`src/rtl/or_rr_scheduler_pkg.sv`:
```
// Shared types, default widths and sizing helpers for the round-robin OR scheduler.
package or_sched_pkg;

   typedef enum logic {
      EMPTY = 1'b0,
      FULL  = 1'b1
   } slot_state_t;

   localparam int unsigned DEF_REG_WIDTH = 3;
   localparam int unsigned DEF_N_REQ     = 4;
   localparam int unsigned DEF_CNT_WIDTH = 8;

   // Index width that never collapses to zero bits, even for a single requester.
   function automatic int unsigned id_width(input int unsigned n);
      return ($clog2(n) < 1) ? 1 : $clog2(n);
   endfunction

endpackage

```
`src/rtl/or_unit.sv`:
```
// Bitwise OR datapath shared by the scheduler.
module or_unit #(
   parameter int unsigned REG_WIDTH = 3
) (
   input  logic [REG_WIDTH-1:0] a,
   input  logic [REG_WIDTH-1:0] b,
   output logic [REG_WIDTH-1:0] y
);

   assign y = a | b;

endmodule

```
`src/rtl/rr_arbiter.sv`:
```
// Round-robin arbiter: combinational grant starting at ptr, pointer advances past the winner on accept.
module rr_arbiter
   import or_sched_pkg::*;
#(
   parameter int unsigned N    = DEF_N_REQ,
   parameter int unsigned ID_W = id_width(N)
) (
   input  logic            clk,
   input  logic            rst,
   input  logic [N-1:0]    req,
   input  logic            enable,
   input  logic            accept,
   output logic [N-1:0]    grant,
   output logic [ID_W-1:0] grant_id
);

   logic [ID_W-1:0] ptr;
   logic [ID_W:0]   pos;
   logic            found;

   // One extra bit on pos keeps ptr+i from overflowing before the modulo fold.
   always_comb begin
      grant    = '0;
      grant_id = '0;
      found    = 1'b0;
      pos      = '0;
      for (int unsigned i = 0; i < N; i++) begin
         pos = {1'b0, ptr} + (ID_W+1)'(i);
         if (pos >= (ID_W+1)'(N))
            pos = pos - (ID_W+1)'(N);
         if (enable && !found && req[pos[ID_W-1:0]]) begin
            found                 = 1'b1;
            grant[pos[ID_W-1:0]]  = 1'b1;
            grant_id              = pos[ID_W-1:0];
         end
      end
   end

   always_ff @(posedge clk or posedge rst) begin
      if (rst)
         ptr <= '0;
      else if (accept)
         ptr <= (grant_id == ID_W'(N-1)) ? '0 : grant_id + 1'b1;
   end

endmodule

```
`src/rtl/or_rr_scheduler.sv`:
```
// Shares one OR datapath among N_REQ requesters with round-robin arbitration and a single-entry result slot.
module or_rr_scheduler
   import or_sched_pkg::*;
#(
   parameter  int unsigned REG_WIDTH = DEF_REG_WIDTH,
   parameter  int unsigned N_REQ     = DEF_N_REQ,
   parameter  int unsigned CNT_WIDTH = DEF_CNT_WIDTH,
   localparam int unsigned ID_W      = id_width(N_REQ)
) (
   input  logic                       clk,
   input  logic                       rst,
   input  logic [N_REQ-1:0]           req_valid,
   input  logic [N_REQ*REG_WIDTH-1:0] req_a,
   input  logic [N_REQ*REG_WIDTH-1:0] req_b,
   output logic [N_REQ-1:0]           req_ready,
   output logic                       rsp_valid,
   input  logic                       rsp_ready,
   output logic [REG_WIDTH-1:0]       rsp_y,
   output logic [ID_W-1:0]            rsp_id,
   output logic [CNT_WIDTH-1:0]       txn_cnt
);

   slot_state_t          state;
   logic                 can_accept;
   logic                 accept;
   logic [N_REQ-1:0]     grant;
   logic [ID_W-1:0]      grant_id;
   logic [REG_WIDTH-1:0] sel_a;
   logic [REG_WIDTH-1:0] sel_b;
   logic [REG_WIDTH-1:0] or_y;

   // rst gates the enable so no grant is offered while reset is held.
   assign can_accept = !rst && ((state == EMPTY) || rsp_ready);
   assign req_ready  = grant;
   assign accept     = |(req_valid & grant);
   assign rsp_valid  = (state == FULL);

   rr_arbiter #(
      .N    (N_REQ),
      .ID_W (ID_W)
   ) u_arb (
      .clk      (clk),
      .rst      (rst),
      .req      (req_valid),
      .enable   (can_accept),
      .accept   (accept),
      .grant    (grant),
      .grant_id (grant_id)
   );

   always_comb begin
      sel_a = '0;
      sel_b = '0;
      for (int unsigned i = 0; i < N_REQ; i++) begin
         if (grant[i]) begin
            sel_a = req_a[i*REG_WIDTH +: REG_WIDTH];
            sel_b = req_b[i*REG_WIDTH +: REG_WIDTH];
         end
      end
   end

   or_unit #(
      .REG_WIDTH (REG_WIDTH)
   ) u_or (
      .a (sel_a),
      .b (sel_b),
      .y (or_y)
   );

   always_ff @(posedge clk or posedge rst) begin
      if (rst) begin
         state   <= EMPTY;
         rsp_y   <= '0;
         rsp_id  <= '0;
         txn_cnt <= '0;
      end else begin
         if (accept) begin
            rsp_y  <= or_y;
            rsp_id <= grant_id;
            state  <= FULL;
         end else if ((state == FULL) && rsp_ready) begin
            state <= EMPTY;
         end
         if ((state == FULL) && rsp_ready)
            txn_cnt <= txn_cnt + 1'b1;
      end
   end

endmodule

```
`config.mk`:
```
export PLATFORM = sky130hd
export DESIGN_NAME = or_rr_scheduler
export DESIGN_NICKNAME = d
export VERILOG_FILES = /design/src/rtl/or_rr_scheduler_pkg.sv /design/src/rtl/or_unit.sv /design/src/rtl/rr_arbiter.sv /design/src/rtl/or_rr_scheduler.sv
export SDC_FILE = /design/constraint.sdc
export NUM_CORES = 1
export LEC_CHECK = 0
export ABC_AREA = 1
export BUFFER_PORTS_ARGS = -buffer_cell sky130_fd_sc_hd__buf_2
export CAP_MARGIN = 0
export CORE_AREA = 2 2 70 72
export CTS_CLUSTER_SIZE = 20
export DETAILED_ROUTE_END_ITERATION = 8
export DIE_AREA = 0 0 72 74
export PLACE_DENSITY = 0.65
export SLEW_MARGIN = 25
export SYNTH_ARGS = -nofsm -noshare
export SYNTH_HDL_FRONTEND = slang
export SYNTH_HIERARCHICAL = 1
export SYNTH_SLANG_ARGS = --single-unit
```
`constraint.sdc`:
```
create_clock -name clk -period 3.1 [get_ports clk]
set_input_delay 0.62 -clock clk [delete_from_list [all_inputs] [get_ports clk]]
set_output_delay 0.62 -clock clk [all_outputs]
set_load 0.03 [all_outputs]
```
Yosys cells after proc, flatten, opt, wreduce, memory -nomap -nowiden. Index checks and enable logic that the tools add are counted. Widths: inputs -> output; s select.

Input bits: 31. Bits in registers: 16.

Equality and inequality tests: 1. Bitwise operators: 6. Multiplexer cells: 42. Reduce and logical (&&, ||, !) cells: 20. $lt $le $gt $ge: 12. $add $sub $neg: 9.

Operators with widths (number): $mux 3 (8); $mux 2 (9); $mux 4 (4); $logic_and 1x1->1 (13); $mux 1 (13); $lt 2x3->1 const B (4); $or 4x4->4 (3); $ge 3x3->1 const B (3); $add 8x1->8 const B (1); $bmux 1 s2 (4); $demux 1 s2 (4); $ge 2x1->1 const B (4); $sub 2x1->2 const B (4); $add 2x2->3 const B (2); $and 4x4->4 (1); $logic_not 1->1 (4); $reduce_or 4->1 (1); $add 2x1->3 const B (1); $ge 2x3->1 const B (1); $or 3x3->3 (1); $add 2x1->2 const B (1); $eq 2x2->1 const B (1); $reduce_bool 2->1 (1); $logic_or 1x1->1 (1); $not 1->1 (1).

Depth between registers and ports, before layout.
Depth after elaboration: 23. Mapped depth: 19. Mapped depth without buffers: 19.

Cells and area by module. Netlist, hierarchy kept.

By module, submodules not included: or_rr_scheduler (area each 928.4 um2, cells each 135, instances 1); rr_arbiter (area each 585.6 um2, cells each 93, instances 1); or_unit (area each 33.8 um2, cells each 9, instances 1).

Worst setup path before layout. Ideal clock, no wire load.

Path kind: reg2reg. Start: register with a tool-made name. End: register with a tool-made name. Cell stages (with the launch flop): 18. Arrival: 3.150 ns. Clock period less this slack: 3.279 ns. Setup slack: -0.179 ns. Buffers on the path: 1. Path through: dfrtp_1 -> inv_2 -> ha_1 -> inv_1 -> nand3_2 -> nand2_2 -> nand3_2 -> nor2_4 -> inv_1 -> o21ai_0 -> buf_6 -> nand2_1 -> nand2_2 -> nor2_8 -> inv_2 -> inv_1 -> nor2_1 -> o21ai_0.

Final worst setup path.
Start: register u_arb.ptr[1]. End: output req_ready[0].

Cells in the longest elaborated chain, start to end: 18. Elaborated cells between the ends (all ways): 63. Classes of those cells: add/sub (7); order compare (12); mux (27); bitwise (3); reduce/logical (14).

Ends and longest elaborated chain: from (decl) (line rr_arbiter.sv:17) `logic [ID_W-1:0] ptr;`; from (signal assigned) (line rr_arbiter.sv:43) `ptr <= (grant_id == ID_W'(N-1)) ? '0 : grant_id + 1'b1;`; parallel branches: the longest is 17 deep, another holds $add 2x1->3; $mux 4 (*) (line rr_arbiter.sv:31) `if (enable && !found && req[pos[ID_W-1:0]]) begin`; to (decl) (line or_rr_scheduler.sv:15) `output logic [N_REQ-1:0] req_ready,`.

Mark *: on every way between the ends. The select of a mux whose other input is x is not followed.

==> reports/qor.yml <==
run_status: "finished, final reports clean"
slew_headroom_pct: 65.33
grt_pass1_wl_mm: 5.630
coreArea_um2: 4598
synth.top_cells.by_area: "dfrtp_1, nand2_1, inv_1"
path_depth: 10
setup_violations: 0
cts_htree_levels: 1
clk_latency_ps: 240
io_buffers: 48
placed_area_um2: 1884
postCtsSetupRepairBufs: 0
finalPower_mw: 2.016
final_cell_mix: "nand2_1, buf_2, inv_1"
synthXorXnorAreaFrac_pct: 1.132
route.detailed.wl_per_inst_um: 9.876
syn_area_per_cell_um2: 6.531
worst_clock_skew_ps: 5.161
cts_buffers: 3
io_pins: 49
layout_commonest_cell: "nand2_1"
period_share_pct: 93.58
track_usage_pct: 12.84
tightest_slew_ps: 519.5
slowest_stage: "dfrtp_1"
netlist_instances: 237
rsz0062_at_grt: "false"
final_nets: 334
cts_resized: 0
final-instance-count-excl-fill: 347
die_h_um: 74
synth_top_family_by_area: "simple AND/OR/NAND/NOR gates"
route.detailed.drc: 0
yosys_warnings: 6
synth_top_area_share_pct: 25.87
cp_common_cell: "inv_1"
ys_seq_area_share_pct: 25.87
hold_violations: 0
cp_num_buf_inv: 4
cts_sinks: 16
muxShareOfSynthArea_pct: 0.7276
synth_area_um2: 1548
cp_top_family: "buffers and inverters"
syn_nets: 277
die_w_um: 72
fmax_ghz: 0.3447
cts-root-buf: "clkbuf_8"
dp_cells: 343
avgViaCountPerCell: 4.487
grt_start_max_net_pins: 15
power_per_cell_area_nw_per_um2: 1039
r2r_cells: 17
leakagePower_nw: 1.117
cpPeakStageDelay_ps: 370
clk_pin_slew_ps: 60
gp_congestion: 0.9011
ant_nets: 0
hpwl_mm: 2.840
cts_buffer_depth: 2
endpoint_kind: "output pin"
drtPass1Iterations: 5
drv_cap: 0
fin_crit_ps: 2901
required_ps: 2480
ir_worst_vdd_uv: 326.4
diodes: 0
synth-compound-area-share_pct: 7.195
drt_wl_total_mm: 3.427
hold_path.class: "input pin to async pin"
start_util_pct: 33.66
syn_to_final_growth_pct: 25.30
arrival_ps: 2280
design_area_um2: 1939
yosysTopAreaCell: "dfrtp_1"
core.rowCount: 25
worstSetupStartpointType: "flop"
yosysUniqueCellTypes: 27
die_area_um2: 5328
crit_type: "flop to output pin"
ys_seq_elements: 16
drt_iter0_markers: 59
slew_viol_final: 0
drive_above_1_share_pct: 30.03
worst-path-max-fanout: 6
cts_tree: "done"
hold_buffers: 0
path_cells: "inv_1 > ha_1 > inv_1 > nand3_2 > nand2_2 > nand3_2 > nor2_4 > inv_1 > o21ai_1 > buf_2"
synth-simple-area-share_pct: 47.45
vias: 1557
first_global_vias: 1375
hold-worst-slack_ps: 232.6
grt-ovfl-total: 0
tns_ps: 0
grt_antenna_before_repair: 0
synthAdderAreaFrac_pct: 7.276
[stage by stage]
stage	util, %	worst slack (ps)
after CTS	42.18	206.5
after floorplan	-	94.77
after detailed placement	40.98	483.9
after global placement	40.98	479.4
final	42.18	198.9
after global routing	42.18	66.33
[cell families (layout without fill, tap and decap cells)]
kind of cell | Yosys count | after routing
adders and majority gates | 9 | 9
and+or+nand+nor | 148 | 148
xor gates and xnor gates | 2 | 2
AOI/OAI and AO/OA | 22 | 22
muxes | 1 | 1
DFF | 16 | 16
buffers and inverters | 39 | 95
[power breakdown]
group,total [mW],leakage (nW),switching (mW),internal (mW)
registers,0.364,0.193,0.0672,0.297
clock network,0.181,0.0288,0.0687,0.112
logic,1.47,0.895,0.983,0.487
total,2.02,1.12,1.12,0.896
[registers in the layout, summed over array words and instances, names as in the netlist, named ones only]
| signal | flops |
|---|---|
| rsp_id | 2 |
| rsp_valid | 1 |
| rsp_y | 3 |
| txn_cnt | 8 |
| u_arb/ptr | 1 |
[synthesized netlist by cell type]
| library cell | n |
|---|---|
| o22ai_1 | 1 |
| nand2_1 | 95 |
| xnor2_1 | 1 |
| nor2_1 | 16 |
| xor2_1 | 1 |
| nand4_4 | 1 |
| nor3_2 | 1 |
| inv_2 | 3 |
| nand2_4 | 3 |
| buf_4 | 1 |
| nand2_2 | 9 |
| a21oi_1 | 12 |
| nor2_8 | 1 |
| inv_1 | 32 |
| nand4_1 | 1 |
| buf_2 | 1 |
| nor2_4 | 3 |
| nand3_1 | 9 |
| mux2_1 | 1 |
| clkinv_2 | 1 |
| buf_6 | 1 |
| o21ai_0 | 9 |
| nand3_2 | 6 |
| ha_1 | 9 |
| nor3_4 | 1 |
| dfrtp_1 | 16 |
| nand3b_1 | 2 |
[layer usage]
layer / track usage, % / vias up / routed length, um
li1: - / 839 / -
met1: 16.93 / 674 / 1600
met2: 23.05 / 40 / 1658
met3: 1.355 / 4 / 127
met4: 2.516 / 0 / 41
met5: 0 / - / 0
[layout make-up]
type                            count  area, um^2
Multi-Input combinational cell    182       987.2
Clock buffer                        4       55.05
Fill cell                         483        2659
Sequential cell                    16       400.4
Tap cell                           54       67.56
Timing Repair Buffer               55       292.8
Inverter                           36       136.4
[path summary, 6_finish.rpt]
path,to,slack (ps),from
max,req_ready[0],200,u_arb/ptr[1]
min,async pin,230,rst
max reg2reg,flop,450,u_arb/ptr[1]
min reg2reg,rsp_y[0],480,rsp_y[0]
max in group asynchronous,rsp_id[1],2330,rst
min in group clk,rsp_y[0],480,rsp_y[0]
(Power assumes the default switching activity.)
